[config.mk]
export PLATFORM = sky130hd
export DESIGN_NAME = rat_int_ctrl_flat
export DESIGN_NICKNAME = d
export VERILOG_FILES = /design/src/rtl/rat_io_pkg.sv /design/src/rtl/rat_int_ctrl_if.sv /design/src/rtl/prio_enc8.sv /design/src/rtl/rat_int_ctrl.sv /design/src/flat_wrapper.sv
export SDC_FILE = /design/constraint.sdc
export NUM_CORES = 1
export LEC_CHECK = 0
export CAP_MARGIN = 5
export CORE_MARGIN = 2
export CORE_UTILIZATION = 52
export DETAILED_ROUTE_END_ITERATION = 8
export PLACE_DENSITY = 0.95
export SETUP_SLACK_MARGIN = 0.02
export SYNTH_ARGS = -nofsm -noshare
export SYNTH_HDL_FRONTEND = slang
export SYNTH_SLANG_ARGS = --single-unit
[constraint.sdc]
create_clock -name CLK -period 2.6 [get_ports CLK]
set_input_delay 0.39 -clock CLK [delete_from_list [all_inputs] [get_ports CLK]]
set_output_delay 0.39 -clock CLK [all_outputs]
set_load 0.01 [all_outputs]
[src/rtl/rat_io_pkg.sv]
// Shared I/O definitions for RAT MCU peripherals.
//   - Port offsets of the interrupt controller register block
//   - Interrupt controller FSM state encoding
//   - Bit position of the in-service flag in the ACTIVE register
package rat_io_pkg;

  localparam logic [1:0] INTC_MASK   = 2'd0;
  localparam logic [1:0] INTC_PEND   = 2'd1;
  localparam logic [1:0] INTC_ACTIVE = 2'd2;
  localparam logic [1:0] INTC_EOI    = 2'd3;

  localparam int ACTIVE_INSVC_BIT = 7;

  typedef enum logic [1:0] {
    IDLE,
    ASSERT,
    SERVICE
  } intc_state_t;

endpackage

[src/rtl/rat_int_ctrl_if.sv]
// MCU I/O port bus as seen by a peripheral.
//   PORT_ID  : port address           (MCU -> peripheral)
//   OUT_PORT : write data             (MCU -> peripheral)
//   IO_STRB  : one-cycle write strobe (MCU -> peripheral)
//   RD_DATA  : read data for IN_PORT  (peripheral -> MCU)
//   RD_HIT   : PORT_ID addresses this peripheral (peripheral -> MCU)
interface rat_int_ctrl_if;
  logic [7:0] PORT_ID;
  logic [7:0] OUT_PORT;
  logic       IO_STRB;
  logic [7:0] RD_DATA;
  logic       RD_HIT;

  modport master (output PORT_ID, OUT_PORT, IO_STRB, input  RD_DATA, RD_HIT);
  modport slave  (input  PORT_ID, OUT_PORT, IO_STRB, output RD_DATA, RD_HIT);
endinterface

[src/rtl/prio_enc8.sv]
// Fixed-priority encoder, lowest set index wins.
//   req   : 8 request bits
//   idx   : index of the lowest set bit (0 when none set)
//   valid : at least one request bit set
module prio_enc8 (
  input  logic [7:0] req,
  output logic [2:0] idx,
  output logic       valid
);

  // NOTE: every output gets a default before the loop so no path leaves it
  // unassigned; otherwise a latch is inferred.
  always_comb begin
    idx   = '0;
    valid = 1'b0;
    // Scan downward so the last (lowest) set bit overwrites higher ones.
    for (int i = 7; i >= 0; i--) begin
      if (req[i]) begin
        idx   = 3'(i);
        valid = 1'b1;
      end
    end
  end

endmodule

[src/rtl/rat_int_ctrl.sv]
// RAT MCU interrupt controller.
// Captures rising edges on eight IRQ lines into PEND, masks them with MASK,
// picks the lowest pending index and sequences it through
// IDLE -> ASSERT (INT high) -> SERVICE (after INT_ACK) -> IDLE (on EOI).
//   CLK, RESET : clock, synchronous active-high reset
//   IRQ        : level request lines, a rising edge is one request
//   INT_ACK    : control unit accepted the interrupt this cycle
//   INT        : interrupt request to the MCU (registered)
//   bus        : I/O port bus; registers at BASE_ID+0..3 (MASK, PEND, ACTIVE, EOI)
module rat_int_ctrl
  import rat_io_pkg::*;
#(
  parameter logic [7:0] BASE_ID = 8'hE0
) (
  input  logic               CLK,
  input  logic               RESET,
  input  logic [7:0]         IRQ,
  input  logic               INT_ACK,
  output logic               INT,
  rat_int_ctrl_if.slave      bus
);

  intc_state_t state, state_next;
  logic [7:0]  mask, pend, pend_next, active, irq_q, irq_rise, req;
  logic [2:0]  win_idx;
  logic        win_valid, ack_take, int_q;

  // Address decode in 9 bits so a PORT_ID below BASE_ID wraps to a large
  // value instead of aliasing into the window.
  logic [8:0]  rel;
  logic [1:0]  off;
  logic        hit, wr_en;

  assign rel   = {1'b0, bus.PORT_ID} - {1'b0, BASE_ID};
  assign hit   = (rel < 9'd4);
  assign off   = rel[1:0];
  assign wr_en = bus.IO_STRB & hit;

  assign irq_rise = IRQ & ~irq_q;
  assign req      = pend & mask;

  prio_enc8 u_prio (
    .req   (req),
    .idx   (win_idx),
    .valid (win_valid)
  );

  // Next state; the winner is taken in the ACK cycle so a higher-priority
  // arrival during ASSERT is the one serviced.
  always_comb begin
    state_next = state;
    ack_take   = 1'b0;
    unique case (state)
      IDLE:    if (win_valid) state_next = ASSERT;
      ASSERT: begin
        if (!win_valid) begin
          state_next = IDLE;
        end else if (INT_ACK) begin
          state_next = SERVICE;
          ack_take   = 1'b1;
        end
      end
      SERVICE: if (wr_en && off == INTC_EOI) state_next = IDLE;
      default: state_next = IDLE;
    endcase
  end

  // New edges are OR-ed in last so a set always beats a same-cycle clear.
  always_comb begin
    pend_next = pend;
    if (wr_en && off == INTC_PEND) pend_next = pend_next & ~bus.OUT_PORT;
    if (ack_take) pend_next[win_idx] = 1'b0;
    pend_next = pend_next | irq_rise;
  end

  // NOTE: sequential state uses non-blocking assignments so every flop
  // samples pre-edge values regardless of statement order.
  always_ff @(posedge CLK) begin
    if (RESET) begin
      state  <= IDLE;
      int_q  <= 1'b0;
      mask   <= '0;
      pend   <= '0;
      active <= '0;
      irq_q  <= '0;
    end else begin
      irq_q <= IRQ;
      state <= state_next;
      int_q <= (state_next == ASSERT);
      pend  <= pend_next;
      if (wr_en && off == INTC_MASK) mask <= bus.OUT_PORT;
      if (ack_take) begin
        active <= {1'b1, 4'b0000, win_idx};
      end else if (state == SERVICE && state_next == IDLE) begin
        active[ACTIVE_INSVC_BIT] <= 1'b0;  // index bits stay for inspection
      end
    end
  end

  assign INT = int_q;

  logic [7:0] rd_data;
  always_comb begin
    rd_data = '0;
    if (hit) begin
      unique case (off)
        INTC_MASK:   rd_data = mask;
        INTC_PEND:   rd_data = pend;
        INTC_ACTIVE: rd_data = active;
        default:     rd_data = '0;  // EOI is write-only
      endcase
    end
  end

  assign bus.RD_DATA = rd_data;
  assign bus.RD_HIT  = hit;

endmodule

[src/flat_wrapper.sv]
// flat-port wrapper written by rule: the top's interface ports become plain ports
module rat_int_ctrl_flat import rat_io_pkg::*;
#(
  parameter logic [7:0] BASE_ID = 8'hE0
)
  (CLK, RESET, IRQ, INT_ACK, INT, bus_PORT_ID, bus_OUT_PORT, bus_IO_STRB, bus_RD_DATA, bus_RD_HIT);
  rat_int_ctrl_if bus_i ();
  input  logic CLK;
  input  logic RESET;
  input  logic [7:0] IRQ;
  input  logic INT_ACK;
  output logic INT;
  input wire logic [$bits(bus_i.PORT_ID)-1:0] bus_PORT_ID;
  input wire logic [$bits(bus_i.OUT_PORT)-1:0] bus_OUT_PORT;
  input wire logic [$bits(bus_i.IO_STRB)-1:0] bus_IO_STRB;
  output wire logic [$bits(bus_i.RD_DATA)-1:0] bus_RD_DATA;
  output wire logic [$bits(bus_i.RD_HIT)-1:0] bus_RD_HIT;
  assign bus_i.PORT_ID = bus_PORT_ID;
  assign bus_i.OUT_PORT = bus_OUT_PORT;
  assign bus_i.IO_STRB = bus_IO_STRB;
  assign bus_RD_DATA = bus_i.RD_DATA;
  assign bus_RD_HIT = bus_i.RD_HIT;
  rat_int_ctrl #(.BASE_ID(BASE_ID)) u_core (.CLK(CLK), .RESET(RESET), .IRQ(IRQ), .INT_ACK(INT_ACK), .INT(INT), .bus(bus_i));
endmodule
==> flow_summary.toml <==
[route]
wl_per_cell_um = 15.6
ant_nets = 0
drcViolationCount = 0
drtIter0Drc = 79
via_per_inst = 6.20
dr_total_vias = 1551
wl_mm = 3.89
firstDrtPassIters = 4

[cts]
cts.reportedPaths.clkPinSlew_ns = 0.09
ctsHtreeMaxLevel = 2
cts_resized = 0
numCtsBuffers = 5
hold_buffers = 0
clk_path_buf_depth = 2
cts.root.buffer_cell = "clkbuf_4"
cts_tree = "done"
postCtsSetupBuffers = 0
clock_latency_ns = 0.33
clock-sinks = 31

[power_and_ir_drop]
combPwrFrac_pct = 11.5
p_int_uw = 716
clkPwrFrac_pct = 33.6
p_leak_nw = 0.798
powerDensity_nw_per_um2 = 464
swShare_pct = 23.3
ir_worst_vdd_v = 0.000462
seqPwrFrac_pct = 54.9
netSwitchingPower_uw = 217

[synth]
synth_common_cells = "dfxtp_1 (31), nor2_1 (27), a21oi_1 (16), mux2i_1 (16), nor2b_1 (16)"
synth_top_area_cell = "dfxtp_1"
synth.most_common_cell = "dfxtp_1"
synthesis.nets = 206
synth_cell_types = 34
ys_seq_area_share_pct = 40.1
synthArstFlopShare_pct = 0
synth_area_leaders = "dfxtp_1 (40%), mux2i_1 (10%), nor2_1 (6.5%)"
synth_enable_flop_cells = 0
synth_warnings = 0
syn-instance-count = 178
ys_ff_latch = 31
synth.top_cell.area_share_pct = 40.1
ys.flop_type = "dfxtp_1"
synth.cell_area_um2 = 1550
avgSynthCellArea_um2 = 8.70

[critical_path]
worst_ep_arrival_time_ns = 2.07
rr_startpoint = "u_core.mask[3]$_SDFFE_PP0P_"
r2r_slack_ns = 0.89
worst_setup_path_end_kind = "primary output"
critical_path_class = "in -> out"
r2r_cells = 4
required_ns = 2.21
cp-start-kind = "input port"
cp_max_fo = 7
rr_endpoint = "u_core.INT$_SDFF_PP0_"

[placement]
dp_hpwl_mm = 2.86
dp_cells = 242
place.gp.congestion = 0.876
portBuffers = 37

[sta]
fmax_mhz = 407
layout_min_cycle_time_ns = 2.46
tns_ns = 0
final_hold_viol_count = 0
max_slew.worst_pin.slew_ns = 0.581
timing.slew.headroom_pct = 60.3
rsz0062_at_grt = "false"
fin_crit_sh_pct = 94.6
setup_viol = 0
fin_skew_ns = 0.00679
maxSlewViolCount = 0

[layout]
layout-drive-gt1-share_pct = 7.31
regArea_um2 = 621
multi_input_area_um2 = 865
area_growth_pct = 29.7
fin_cells = 250
layout.nets = 246
fill_cells = 224
n_antenna_cell = 0

[worst_hold_path]
min_to = "u_core.pend[2]$_SDFF_PP0_"
min_from = "u_core.irq_q[2]$_SDFF_PP0_"
hold_depth = 2
hold_class = "reg -> reg"

[floorplan]
initial_utilization_pct = 55.6
die_w_um = 58.6
fp.dieArea_um2 = 3430
die_h_um = 58.6
top_level_ports = 38
rows = 19
fp.coreArea_um2 = 2780

[outcome]
status = "completed"

[global_routing]
grt_pass1_vias = 1416
grt.overflow.total = 0
antenna_found_initial = 0
grt_pass1_wl_mm = 6.27
grtUsageTotal_pct = 24.5
grt_start_max_net_pins = 17

[job]
drv_cap = 0
[stage by stage]
stage                     area, um^2  setup slack (ns)  power [mW]  utilization [%]  hold slack, ns
after CTS                       2010             0.152       0.938             72.2           0.474
after detailed placement        1940             0.158       0.628             69.7           0.452
after global placement          1940             0.167       0.624             69.7           0.439
after floorplan                 1550              1.03       0.567                -           0.436
final                           2010             0.141       0.932             72.2           0.471
after global routing            2010            0.0266       0.975             72.2           0.524
[layout by cell type, fill, tap and decap left out, types with 3 or more instances in the layout]
| master | count |
|---|---|
| clkdlybuf4s50_1 | 37 |
| dfxtp_1 | 31 |
| nor2_1 | 27 |
| mux2i_1 | 16 |
| nor2b_1 | 16 |
| a21oi_1 | 16 |
| nand2_1 | 10 |
| nand4_1 | 9 |
| a31oi_1 | 6 |
| clkbuf_4 | 5 |
| inv_1 | 4 |
| a22oi_1 | 4 |
| buf_4 | 4 |
| nand3b_1 | 3 |
| a22o_1 | 3 |
[area by class of cell]
type / instances / share of cell area [%]
Inverter: 4 / 0.748
Timing Repair Buffer: 41 / 19.9
Sequential cell: 31 / 30.9
Multi-Input combinational cell: 135 / 43.1
Clock buffer: 8 / 3.43
Tap cell: 31 / 1.93
[state kept, by name (all words and copies together), names as in the netlist]
register	flops
u_core.irq_q	8
u_core.INT	1
u_core.active	4
u_core.pend	8
u_core.state	2
u_core.mask	8
[power by group through the flow]
stage | sequential, mW | combinational, mW | clock (mW)
3_3_place_gp | 0.521 | 0.104 | 0
3_5_place_dp | 0.522 | 0.106 | 0
5_1_grt | 0.514 | 0.116 | 0.345
2_1_floorplan | 0.516 | 0.0508 | 0
4_1_cts | 0.511 | 0.107 | 0.320
6_report | 0.512 | 0.107 | 0.313
[metal layers]
metal / vias up / wire (um) / part of all wire, % / GRT usage [%]
met5: - / 0 / 0 / 0
met4: 0 / 148 / 3.8 / 15.6
met3: 18 / 399 / 10 / 8.79
met2: 88 / 1790 / 46 / 38.0
met1: 710 / 1560 / 40 / 28.7
li1: 735 / - / - / -
[how the worst max path moves through the flow]
stage,from,endpoint,slack [ns],cells after the start
global route,bus_PORT_ID[1],bus_RD_DATA[2],0.03,5
detailed placement,bus_PORT_ID[1],bus_RD_DATA[2],0.16,5
global placement,bus_PORT_ID[1],bus_RD_DATA[1],0.17,5
finish,bus_PORT_ID[1],bus_RD_DATA[2],0.14,5
CTS,bus_PORT_ID[1],bus_RD_DATA[7],0.15,5
floorplan,bus_PORT_ID[1],bus_RD_DATA[3],1.03,4
[logic make-up (layout without fill, tap and decap cells)]
family	Yosys count	after routing	share of synthesized area, %
AO/OA/AOI/OAI	42	42	18.4
buffers and inverters	12	53	4.04
flip-flops	31	31	40.1
multiplexers	16	16	10.3
AND/OR/NAND/NOR	77	77	27.1
[critical path, stage by stage]
cell and delay [ns]:
clkdlybuf4s50_1 0.63, nor2b_1 0.30, a21oi_1 0.12, nor2_1 0.09, clkdlybuf4s50_1 0.54
Power figures use the tool's default switching activity.
==> patch (same flow settings) <==
Re-encode `intc_state_t` (3 states) as one-hot, 3 bits wide.
--- a/src/rtl/rat_io_pkg.sv
+++ b/src/rtl/rat_io_pkg.sv
@@ -12,8 +12,8 @@
   localparam int ACTIVE_INSVC_BIT = 7;
 
-  typedef enum logic [1:0] {
-    IDLE,
-    ASSERT,
-    SERVICE
+  typedef enum logic [2:0] {
+    IDLE    = 3'b001,
+    ASSERT  = 3'b010,
+    SERVICE = 3'b100
   } intc_state_t;
 
Behaviour: no difference found for any inputs over 4 cycles, from zero or initial values and one cycle with RESET high; so few cycles prove little.
==> patch against the original RTL <==
Setup slack improved by 30 ps. Via count rose by 0.26%. Wire length rose by 4.4%. Sequential power rose by 3%. Cell area rose by 3.3%. Count of clock-buffer cells in the layout fell by 1. Sequential cell count rose by 1. Power rose by 1.7%. Synthesized area rose by 4.0%. Fmax rose by 1.2%. First-iteration DRC count fell by 23%. Critical path type unchanged. Critical endpoint is now bus_RD_DATA[1]. Largest cell class unchanged.
==> patch: results (changes against the original RTL) <==
[outcome]
outcome = finished, final reports clean  ; unchanged

[finish]
fin_cells = 256  ; was 250
final_nets = 251  ; was 246
drive_gt1_frac = 0.0807  ; was 0.0731
nFillCells = 253  ; was 224

[global_routing]
track_usage = 0.241  ; was 0.245
grtUsageMet1 = 0.281  ; was 0.287
grt_max_degree = 26  ; was 17
gr-usage-met3 = 0.0633  ; was 0.0879
grt_pass1_vias = 1438  ; was 1416

[critical_path]
r2r_slack_ps = 1050  ; was 890 ps
reg2reg_from = u_core.pend[3]  ; was u_core.mask[3]
crit_arrival_ps = 2040  ; was 2070 ps

[route]
vias_per_cell = 6.07  ; was 6.20
drtIter0Drc = 61  ; was 79
dr.pass1.iters = 7  ; was 4
wl_met1_um = 1700  ; was 1560 um
wl_met2_um = 1950  ; was 1790 um

[synth]
netlist-cell-type-count = 38  ; was 34
syn-num-nets = 210  ; was 206
yosys-top-cells-count = 32 x dfxtp_1, 26 x nor2_1, 16 x mux2i_1, 16 x nor2b_1, 14 x a21oi_1  ; was 31 x dfxtp_1, 27 x nor2_1, 16 x a21oi_1, 16 x mux2i_1, 16 x nor2b_1
ys_seq_area_frac = 0.398  ; was 0.401
synth_area_leaders = dfxtp_1 40%, mux2i_1 10%, nor2b_1 6.2%, nor2_1 6.1%, a21oi_1 4.4%  ; was dfxtp_1 40%, mux2i_1 10%, nor2_1 6.5%, nor2b_1 6.5%, a21oi_1 5.2%

[power]
p_switching_mw = 0.222  ; was 0.217 mW
leakage_nw = 0.823  ; was 0.798 nW
ir_drop_mv = 0.346  ; was 0.462 mV

[placement]
hpwlAfterDp_um = 2980  ; was 2860 um
gp_congestion = 0.901  ; was 0.876
post-place-ws_ps = 111  ; was 158 ps

[timing]
max_slew_margin = 0.600  ; was 0.603
skew_ps = 9.00  ; was 6.79 ps

[patch: changes by cell type in the layout (fill, tap and decap cells not counted), moves of 2 or more]
cell,unedited run,this run
nor3_1,2,5
nand3b_1,3,1
nand2_1,10,8
nand2b_1,0,2
a2111oi_0,2,0
a21oi_1,16,14
[patch: cell type report]
type,count,area share
clock buffer,7,0.0314
sequential,32,0.309
multi-input combinational,139,0.440
tap,33,0.0199
timing repair buffer,41,0.193
inverter,4,0.00724
[patch: logic make-up (layout without fill, tap and decap cells)]
group | after synthesis | in the layout | synth area share
buf+inv | 11 | 52 | 0.0365
xor+xnor | 1 | 1 | 0.00544
flops | 32 | 32 | 0.398
compound gates | 41 | 41 | 0.176
simple gates | 81 | 81 | 0.285
mux | 16 | 16 | 0.0995
[patch: through the flow]
stage / power (mW) / hold slack (ps) / area [um2]
2_1_floorplan: 0.584 / 436 / 1610
3_3_place_gp: 0.642 / 444 / 2010
3_5_place_dp: 0.646 / 461 / 2010
4_1_cts: 0.951 / 480 / 2070
5_1_grt: 0.982 / 503 / 2070
6_report: 0.949 / 480 / 2070
[patch: worst max-delay path by stage]
stage                         from        endpoint  slack, ps  cells after the start
floorplan           bus_PORT_ID[1]  bus_RD_DATA[3]       1030                      4
global placement    bus_PORT_ID[1]  bus_RD_DATA[2]        160                      5
detailed placement  bus_PORT_ID[1]  bus_RD_DATA[2]        110                      5
CTS                 bus_PORT_ID[1]  bus_RD_DATA[2]        110                      5
global route        bus_PORT_ID[1]  bus_RD_DATA[1]         60                      5
finish              bus_PORT_ID[1]  bus_RD_DATA[1]        170                      5
[patch: worst min-delay path, delay by kind of cell, from the launching register on]
family	cells	cell delay [ps]
buffers and inverters	1	50
AOI/OAI and AO/OA	1	100
DFF	1	310
